$ cat src/rtl/lcd_pkg.sv
// Shared definitions for the LCD write sequencer: FSM state encoding, strobe
// phase encoding, counter width, init nibble values and the slow command codes
// (clear / return home) that need the long post-byte wait.
package lcd_pkg;

    localparam int unsigned CntWidth = 20;

    typedef enum logic [3:0] {
        StPwrWait,
        StInitNib,
        StInitWait,
        StIdle,
        StSetupHi,
        StEnHi,
        StGap,
        StSetupLo,
        StEnLo,
        StPostWait
    } state_e;

    // PhStrobe covers setup and enable in one counted window (init path).
    typedef enum logic [2:0] {
        PhOff,
        PhSetup,
        PhEnable,
        PhStrobe,
        PhHold
    } phase_e;

    localparam logic [3:0] InitNibWake = 4'h3;
    localparam logic [3:0] InitNibLast = 4'h2;

    localparam logic [7:0] CmdClear   = 8'h01;
    localparam logic [7:0] CmdHome    = 8'h02;
    localparam logic [7:0] CmdHomeAlt = 8'h03;

    // Three wake-up nibbles, then the switch to 4-bit mode.
    function automatic logic [3:0] init_nibble(input logic [1:0] idx);
        return (idx == 2'd3) ? InitNibLast : InitNibWake;
    endfunction

    function automatic logic is_slow_cmd(input logic rs, input logic [7:0] code);
        return !rs && (code == CmdClear || code == CmdHome || code == CmdHomeAlt);
    endfunction

endpackage

$ cat src/rtl/lcd_write_sequencer_if.sv
// Host handshake plus 4-bit LCD bus.
//   request/rs/data : byte write request from the host
//   ready/init_done : handshake ready, power-on init finished
//   lcd_*           : E, RS, StrataFlash disable, R/W, DB[7:4]
interface lcd_write_sequencer_if;
    logic       request;
    logic       rs;
    logic [7:0] data;
    logic       ready;
    logic       init_done;
    logic       lcd_e;
    logic       lcd_rs;
    logic       lcd_sf_ce;
    logic       lcd_rw;
    logic [3:0] lcd_data;

    modport master (
        output request, rs, data,
        input  ready, init_done, lcd_e, lcd_rs, lcd_sf_ce, lcd_rw, lcd_data
    );

    modport slave (
        input  request, rs, data,
        output ready, init_done, lcd_e, lcd_rs, lcd_sf_ce, lcd_rw, lcd_data
    );
endinterface

$ cat src/rtl/lcd_nibble_strobe.sv
// Drives E/RS/DB for one nibble from the current strobe phase.
//   phase  : off, setup, enable, combined setup+enable (counter split), hold
//   cnt    : shared down-counter, only used in the combined phase
//   rs     : register select to present
//   nibble : data nibble to present
//   e, rs_out, data : LCD pins
module lcd_nibble_strobe
    import lcd_pkg::*;
#(
    parameter int unsigned ENABLE_CYCLES = 12
) (
    input  phase_e              phase,
    input  logic [CntWidth-1:0] cnt,
    input  logic                rs,
    input  logic [3:0]          nibble,
    output logic                e,
    output logic                rs_out,
    output logic [3:0]          data
);

    always_comb begin
        e      = 1'b0;
        rs_out = rs;
        data   = nibble;
        case (phase)
            PhOff: begin
                rs_out = 1'b0;
                data   = 4'h0;
            end
            PhEnable: e = 1'b1;
            // Counter runs down through setup first; the last ENABLE_CYCLES
            // counts are the E-high window.
            PhStrobe: e = (cnt <= CntWidth'(ENABLE_CYCLES));
            default:  e = 1'b0;
        endcase
    end

endmodule

$ cat src/rtl/lcd_write_sequencer.sv
// Power-on init and byte write sequencer for an HD44780-style LCD in 4-bit mode.
//   clk   : system clock, rising edge
//   rst_n : asynchronous active-low reset, restarts the full power-on init
//   bus   : host handshake (request/rs/data -> ready/init_done) and LCD pins
// One down-counter times every wait; a wait of N occupies exactly N cycles.
module lcd_write_sequencer
    import lcd_pkg::*;
#(
    parameter int unsigned PWR_WAIT_CYCLES   = 750000,
    parameter int unsigned INIT1_WAIT_CYCLES = 205000,
    parameter int unsigned INIT2_WAIT_CYCLES = 5000,
    parameter int unsigned SETUP_CYCLES      = 2,
    parameter int unsigned ENABLE_CYCLES     = 12,
    parameter int unsigned GAP_CYCLES        = 50,
    parameter int unsigned CMD_WAIT_CYCLES   = 2000,
    parameter int unsigned CLEAR_WAIT_CYCLES = 82000
) (
    input logic                  clk,
    input logic                  rst_n,
    lcd_write_sequencer_if.slave bus
);

    localparam logic [CntWidth-1:0] PwrLen    = CntWidth'(PWR_WAIT_CYCLES);
    localparam logic [CntWidth-1:0] Init1Len  = CntWidth'(INIT1_WAIT_CYCLES);
    localparam logic [CntWidth-1:0] Init2Len  = CntWidth'(INIT2_WAIT_CYCLES);
    localparam logic [CntWidth-1:0] SetupLen  = CntWidth'(SETUP_CYCLES);
    localparam logic [CntWidth-1:0] EnableLen = CntWidth'(ENABLE_CYCLES);
    localparam logic [CntWidth-1:0] StrobeLen = CntWidth'(SETUP_CYCLES + ENABLE_CYCLES);
    localparam logic [CntWidth-1:0] GapLen    = CntWidth'(GAP_CYCLES);
    localparam logic [CntWidth-1:0] CmdLen    = CntWidth'(CMD_WAIT_CYCLES);
    localparam logic [CntWidth-1:0] ClearLen  = CntWidth'(CLEAR_WAIT_CYCLES);

    state_e              state_q, state_d;
    logic [CntWidth-1:0] cnt_q, cnt_d;
    logic [1:0]          init_idx_q, init_idx_d;
    logic                init_done_q, init_done_d;
    logic                rs_q, rs_d;
    logic [7:0]          data_q, data_d;

    logic       cnt_done;
    logic       ready;
    phase_e     phase;
    logic       nib_rs;
    logic [3:0] nib;

    // Counter holds the remaining cycles including the current one.
    assign cnt_done = (cnt_q <= CntWidth'(1));
    assign ready    = (state_q == StIdle) && init_done_q;

    function automatic logic [CntWidth-1:0] init_wait_len(input logic [1:0] idx);
        case (idx)
            2'd0:    return Init1Len;
            2'd1:    return Init2Len;
            default: return CmdLen;
        endcase
    endfunction

    always_comb begin
        state_d     = state_q;
        cnt_d       = (cnt_q != '0) ? cnt_q - CntWidth'(1) : cnt_q;
        init_idx_d  = init_idx_q;
        init_done_d = init_done_q;
        rs_d        = rs_q;
        data_d      = data_q;
        case (state_q)
            StPwrWait: if (cnt_done) begin
                state_d = StInitNib;
                cnt_d   = StrobeLen;
            end
            StInitNib: if (cnt_done) begin
                state_d = StInitWait;
                cnt_d   = init_wait_len(init_idx_q);
            end
            StInitWait: if (cnt_done) begin
                if (init_idx_q == 2'd3) begin
                    state_d     = StIdle;
                    init_done_d = 1'b1;
                end else begin
                    state_d    = StInitNib;
                    init_idx_d = init_idx_q + 2'd1;
                    cnt_d      = StrobeLen;
                end
            end
            StIdle: if (ready && bus.request) begin
                state_d = StSetupHi;
                rs_d    = bus.rs;
                data_d  = bus.data;
                cnt_d   = SetupLen;
            end
            StSetupHi: if (cnt_done) begin
                state_d = StEnHi;
                cnt_d   = EnableLen;
            end
            StEnHi: if (cnt_done) begin
                state_d = StGap;
                cnt_d   = GapLen;
            end
            StGap: if (cnt_done) begin
                state_d = StSetupLo;
                cnt_d   = SetupLen;
            end
            StSetupLo: if (cnt_done) begin
                state_d = StEnLo;
                cnt_d   = EnableLen;
            end
            StEnLo: if (cnt_done) begin
                state_d = StPostWait;
                cnt_d   = is_slow_cmd(rs_q, data_q) ? ClearLen : CmdLen;
            end
            StPostWait: if (cnt_done) state_d = StIdle;
            default: begin
                state_d = StPwrWait;
                cnt_d   = PwrLen;
            end
        endcase
    end

    always_ff @(posedge clk or negedge rst_n) begin
        if (!rst_n) begin
            state_q     <= StPwrWait;
            cnt_q       <= PwrLen;
            init_idx_q  <= 2'd0;
            init_done_q <= 1'b0;
            rs_q        <= 1'b0;
            data_q      <= 8'h00;
        end else begin
            state_q     <= state_d;
            cnt_q       <= cnt_d;
            init_idx_q  <= init_idx_d;
            init_done_q <= init_done_d;
            rs_q        <= rs_d;
            data_q      <= data_d;
        end
    end

    // Hold phases keep RS/DB stable after E falls.
    always_comb begin
        phase  = PhOff;
        nib_rs = rs_q;
        nib    = data_q[7:4];
        case (state_q)
            StInitNib: begin
                phase  = PhStrobe;
                nib_rs = 1'b0;
                nib    = init_nibble(init_idx_q);
            end
            StInitWait: begin
                phase  = PhHold;
                nib_rs = 1'b0;
                nib    = init_nibble(init_idx_q);
            end
            StSetupHi:  phase = PhSetup;
            StEnHi:     phase = PhEnable;
            StGap:      phase = PhHold;
            StSetupLo: begin
                phase = PhSetup;
                nib   = data_q[3:0];
            end
            StEnLo: begin
                phase = PhEnable;
                nib   = data_q[3:0];
            end
            StPostWait: begin
                phase = PhHold;
                nib   = data_q[3:0];
            end
            default:    phase = PhOff;
        endcase
    end

    lcd_nibble_strobe #(
        .ENABLE_CYCLES(ENABLE_CYCLES)
    ) u_strobe (
        .phase (phase),
        .cnt   (cnt_q),
        .rs    (nib_rs),
        .nibble(nib),
        .e     (bus.lcd_e),
        .rs_out(bus.lcd_rs),
        .data  (bus.lcd_data)
    );

    assign bus.ready     = ready;
    assign bus.init_done = init_done_q;
    assign bus.lcd_sf_ce = 1'b1;
    assign bus.lcd_rw    = 1'b0;

endmodule

$ cat src/flat_wrapper.sv
// flat-port wrapper written by rule: the top's interface ports become plain ports
module lcd_write_sequencer_flat import lcd_pkg::*;
#(
    parameter int unsigned PWR_WAIT_CYCLES   = 750000,
    parameter int unsigned INIT1_WAIT_CYCLES = 205000,
    parameter int unsigned INIT2_WAIT_CYCLES = 5000,
    parameter int unsigned SETUP_CYCLES      = 2,
    parameter int unsigned ENABLE_CYCLES     = 12,
    parameter int unsigned GAP_CYCLES        = 50,
    parameter int unsigned CMD_WAIT_CYCLES   = 2000,
    parameter int unsigned CLEAR_WAIT_CYCLES = 82000
)
  (clk, rst_n, bus_request, bus_rs, bus_data, bus_ready, bus_init_done, bus_lcd_e, bus_lcd_rs, bus_lcd_sf_ce, bus_lcd_rw, bus_lcd_data);
  lcd_write_sequencer_if bus_i ();
  input logic clk;
  input logic rst_n;
  input wire logic [$bits(bus_i.request)-1:0] bus_request;
  input wire logic [$bits(bus_i.rs)-1:0] bus_rs;
  input wire logic [$bits(bus_i.data)-1:0] bus_data;
  output wire logic [$bits(bus_i.ready)-1:0] bus_ready;
  output wire logic [$bits(bus_i.init_done)-1:0] bus_init_done;
  output wire logic [$bits(bus_i.lcd_e)-1:0] bus_lcd_e;
  output wire logic [$bits(bus_i.lcd_rs)-1:0] bus_lcd_rs;
  output wire logic [$bits(bus_i.lcd_sf_ce)-1:0] bus_lcd_sf_ce;
  output wire logic [$bits(bus_i.lcd_rw)-1:0] bus_lcd_rw;
  output wire logic [$bits(bus_i.lcd_data)-1:0] bus_lcd_data;
  assign bus_i.request = bus_request;
  assign bus_i.rs = bus_rs;
  assign bus_i.data = bus_data;
  assign bus_ready = bus_i.ready;
  assign bus_init_done = bus_i.init_done;
  assign bus_lcd_e = bus_i.lcd_e;
  assign bus_lcd_rs = bus_i.lcd_rs;
  assign bus_lcd_sf_ce = bus_i.lcd_sf_ce;
  assign bus_lcd_rw = bus_i.lcd_rw;
  assign bus_lcd_data = bus_i.lcd_data;
  lcd_write_sequencer #(.PWR_WAIT_CYCLES(PWR_WAIT_CYCLES), .INIT1_WAIT_CYCLES(INIT1_WAIT_CYCLES), .INIT2_WAIT_CYCLES(INIT2_WAIT_CYCLES), .SETUP_CYCLES(SETUP_CYCLES), .ENABLE_CYCLES(ENABLE_CYCLES), .GAP_CYCLES(GAP_CYCLES), .CMD_WAIT_CYCLES(CMD_WAIT_CYCLES), .CLEAR_WAIT_CYCLES(CLEAR_WAIT_CYCLES)) u_core (.clk(clk), .rst_n(rst_n), .bus(bus_i));
endmodule
$ cat config.mk
export PLATFORM = sky130hd
export DESIGN_NAME = lcd_write_sequencer_flat
export DESIGN_NICKNAME = d
export VERILOG_FILES = /design/src/rtl/lcd_pkg.sv /design/src/rtl/lcd_write_sequencer_if.sv /design/src/rtl/lcd_nibble_strobe.sv /design/src/rtl/lcd_write_sequencer.sv /design/src/flat_wrapper.sv
export SDC_FILE = /design/constraint.sdc
export NUM_CORES = 1
export LEC_CHECK = 0
export BUFFER_PORTS_ARGS = -buffer_cell sky130_fd_sc_hd__buf_2
export CORE_ASPECT_RATIO = 0.8
export CORE_UTILIZATION = 65
export CTS_CLUSTER_SIZE = 30
export DETAILED_ROUTE_END_ITERATION = 10
export GPL_ROUTABILITY_DRIVEN = 0
export GPL_TIMING_DRIVEN = 1
export PLACE_DENSITY = 0.84
export SLEW_MARGIN = 40
export SYNTH_ARGS = -nofsm -noshare
export SYNTH_HDL_FRONTEND = slang
export SYNTH_SLANG_ARGS = --single-unit
$ cat constraint.sdc
create_clock -name clk -period 4.05 [get_ports clk]
set_input_delay 1.215 -clock clk [delete_from_list [all_inputs] [get_ports clk]]
set_output_delay 1.215 -clock clk [all_outputs]
set_load 0.02 [all_outputs]
==> metrics.csv <==
metric;value;unit
hold_ws;522;ps
cts.sinks;36;
synthesis.area;2770;µm²
clkTransAtPathRegs;70;ps
synthDominantCellAreaShare;0.235;
drtIter0Drc;417;
finalSetupViolations;0;
maxSlewHeadroom;0.565;
tns;0;ps
grt_use_total;0.352;
synth_seq_area_share;0.330;
h-tree-depth;2;
hp-start;u_core.bus.init_done;
synth_nets;353;
clk_latency;290;ps
slew_viol_final;0;
area_growth;9.72;%
io_pins;22;
antennaDiodeCount;0;
core;3930;µm²
wl_per_cell;18.4;µm
antenna_found_initial;0;
cts-root-buf;clkbuf_8;
dp_hpwl;5230;µm
crit_fanout;25;
synth_cells;333;
power.leakage;1.21;nW
regToRegSetupSlack;1370;ps
ir_drop;203;µV
drv_cap;0;
grt_max_degree;37;
port_buffers;19;
startpoint_type;flip-flop;
clock_path_buffers;2;
synthTopCellsByArea;dfrtp_1 24%, dfstp_2 9.5%, o21ai_0 4.7%;
period_needed;3410;ps
critical-path-max-stage-delay;670;ps
hold_viol_final;0;
die_h;60.4;µm
rows;20;
yosysTopAreaCell;dfrtp_1;
required;2830;ps
cts_tree;done;
crit_path_end_kind;output pin;
skew;5.66;ps
die_w;75.0;µm
crit_arrival;2190;ps
whs_path_depth;1;
ys.flop_type;dfrtp_1;
dp_slack;1020;ps
min_path_type;flip-flop to flip-flop;
yosysMostFrequentCell;nor2_1;
reg2reg_depth;7;
numCtsBuffers;5;
num_vias;2725;
critPathTopFamily;simple AND/OR/NAND/NOR gates;
ys_ff_latch;36;
wirelength;7350;µm
power_density;270;nW/µm²
crit_chain;buf_4, or4b_2, a31oi_1, nand2_1, o21ai_0, buf_2;
grt_pass1_wl;11700;µm
yosys_warnings;0;
fmax;0.293;GHz
worst_pin_slew;648;ps
rr_endpoint;u_core.cnt_q[13];
crit-reg2reg-launch;u_core.state_q[1];
cts_hold_buf;0;
grt_pass1_vias;2353;
synth_edf_count;0;
avgSynthCellArea;8.31;µm²
postCtsSetupRepairBufs;0;
utilization;0.773;
worstSetupPathType;flip-flop to output pin;
period_share;0.841;
finalWorstSetupSlack;642;ps
dr.pass1.iters;6;
synth_common_cells;29 x nor2_1, 26 x dfrtp_1, 26 x o21ai_0, 23 x nor3_1, 20 x a21oi_1;
cts_resized;0;
rsz0062_at_grt;no;
dieArea;4520;µm²
hold_end;u_core.bus.init_done;
slowest_stage;or4b_2;
fin_nets;364;
crit_buf_inv;2;
async_reset_ff_frac;1.00;
final_antenna_net_count;0;
drive_gt1_frac;0.200;
vias_per_cell;6.81;
total_power;819;µW
grt.overflow.total;0;
synth.distinct_cells;63;
initial_core_util;0.704;
drc;0;
status;finished clean;
==> cell families (layout without fill, tap and decap cells) <==
family	Yosys count	count (layout)	synth area share
simple gates	125	125	0.247
compound gates	110	110	0.258
flops	36	36	0.330
buf+inv	31	43	0.0502
xor+xnor	11	11	0.0348
fa+ha+maj	9	9	0.0402
mux	9	9	0.0366
other cells	2	2	0.00271
==> worst register-to-register path: cells and delay by family, from the launching register on <==
family,cells,cell delay [ps]
and+or+nand+nor,3,1100
DFF,1,500
AOI/OAI and AO/OA,3,690
buffers and inverters,1,300
==> power breakdown <==
group,total (mW),internal (mW),switching [mW]
logic,0.0136,0.00401,0.00962
clock network,0.445,0.308,0.137
registers,0.360,0.360,0
==> state kept, by name, indices dropped and copies added, names as in the netlist <==
register              cells
u_core.cnt_q             20
u_core.data_q             8
u_core.state_q            4
u_core.init_idx_q         2
u_core.bus.init_done      1
u_core.rs_q               1
==> placed cells by master (no fill, tap or decap), drive strengths merged, types with 4 or more instances in the layout <==
master	synthesis	layout
and3	5	5
buf	10	25
inv	9	9
nor4	5	5
nand2	19	19
o22ai	4	4
nand3	6	6
ha	8	8
clkbuf	11	5
dfstp	10	10
or2	7	7
xnor2	10	10
a21oi	20	20
a211oi	5	5
o21ai	32	32
o31ai	5	5
a22oi	7	7
a31oi	8	8
nor3	25	25
nor2	29	29
nand2b	5	5
a21o	6	6
a211o	4	4
mux2	9	9
dfrtp	26	26
nor2b	4	4
==> per-stage QoR <==
step / std cells / cell area [µm²]
6_report: 400 / 3040
5_1_grt: 400 / 3040
4_1_cts: 400 / 3030
3_5_place_dp: 392 / 2880
3_3_place_gp: 392 / 2880
2_1_floorplan: 333 / 2770
==> final cells by class <==
type | count | area [µm²]
multi-input cells | 266 | 1720
clock buffers | 5 | 68.8
clock inverters | 3 | 90.1
repair buffers | 25 | 143
well taps | 55 | 68.8
inverters | 10 | 37.5
fillers | 304 | 892
flip-flops and latches | 36 | 913
==> worst max path at each step <==
| stage | start | end | slack, ps | depth (start not counted) |
|---|---|---|---|---|
| 2_1_floorplan | u_core.state_q[3] | bus_lcd_e | 910 | 5 |
| 3_3_place_gp | u_core.state_q[0] | bus_lcd_e | 1040 | 6 |
| 3_5_place_dp | u_core.state_q[0] | bus_lcd_e | 1020 | 6 |
| 4_1_cts | u_core.state_q[0] | bus_lcd_e | 670 | 6 |
| 5_1_grt | u_core.state_q[0] | bus_lcd_e | 490 | 6 |
| 6_report | u_core.state_q[0] | bus_lcd_e | 640 | 6 |
==> metal layers <==
layer | GRT usage | routed length [µm]
met2 | 0.503 | 3120
met1 | 0.526 | 3400
met3 | 0.0980 | 777
met4 | 0.0701 | 53
met5 | 0.0556 | 0
Power figures use the tool's default switching activity.
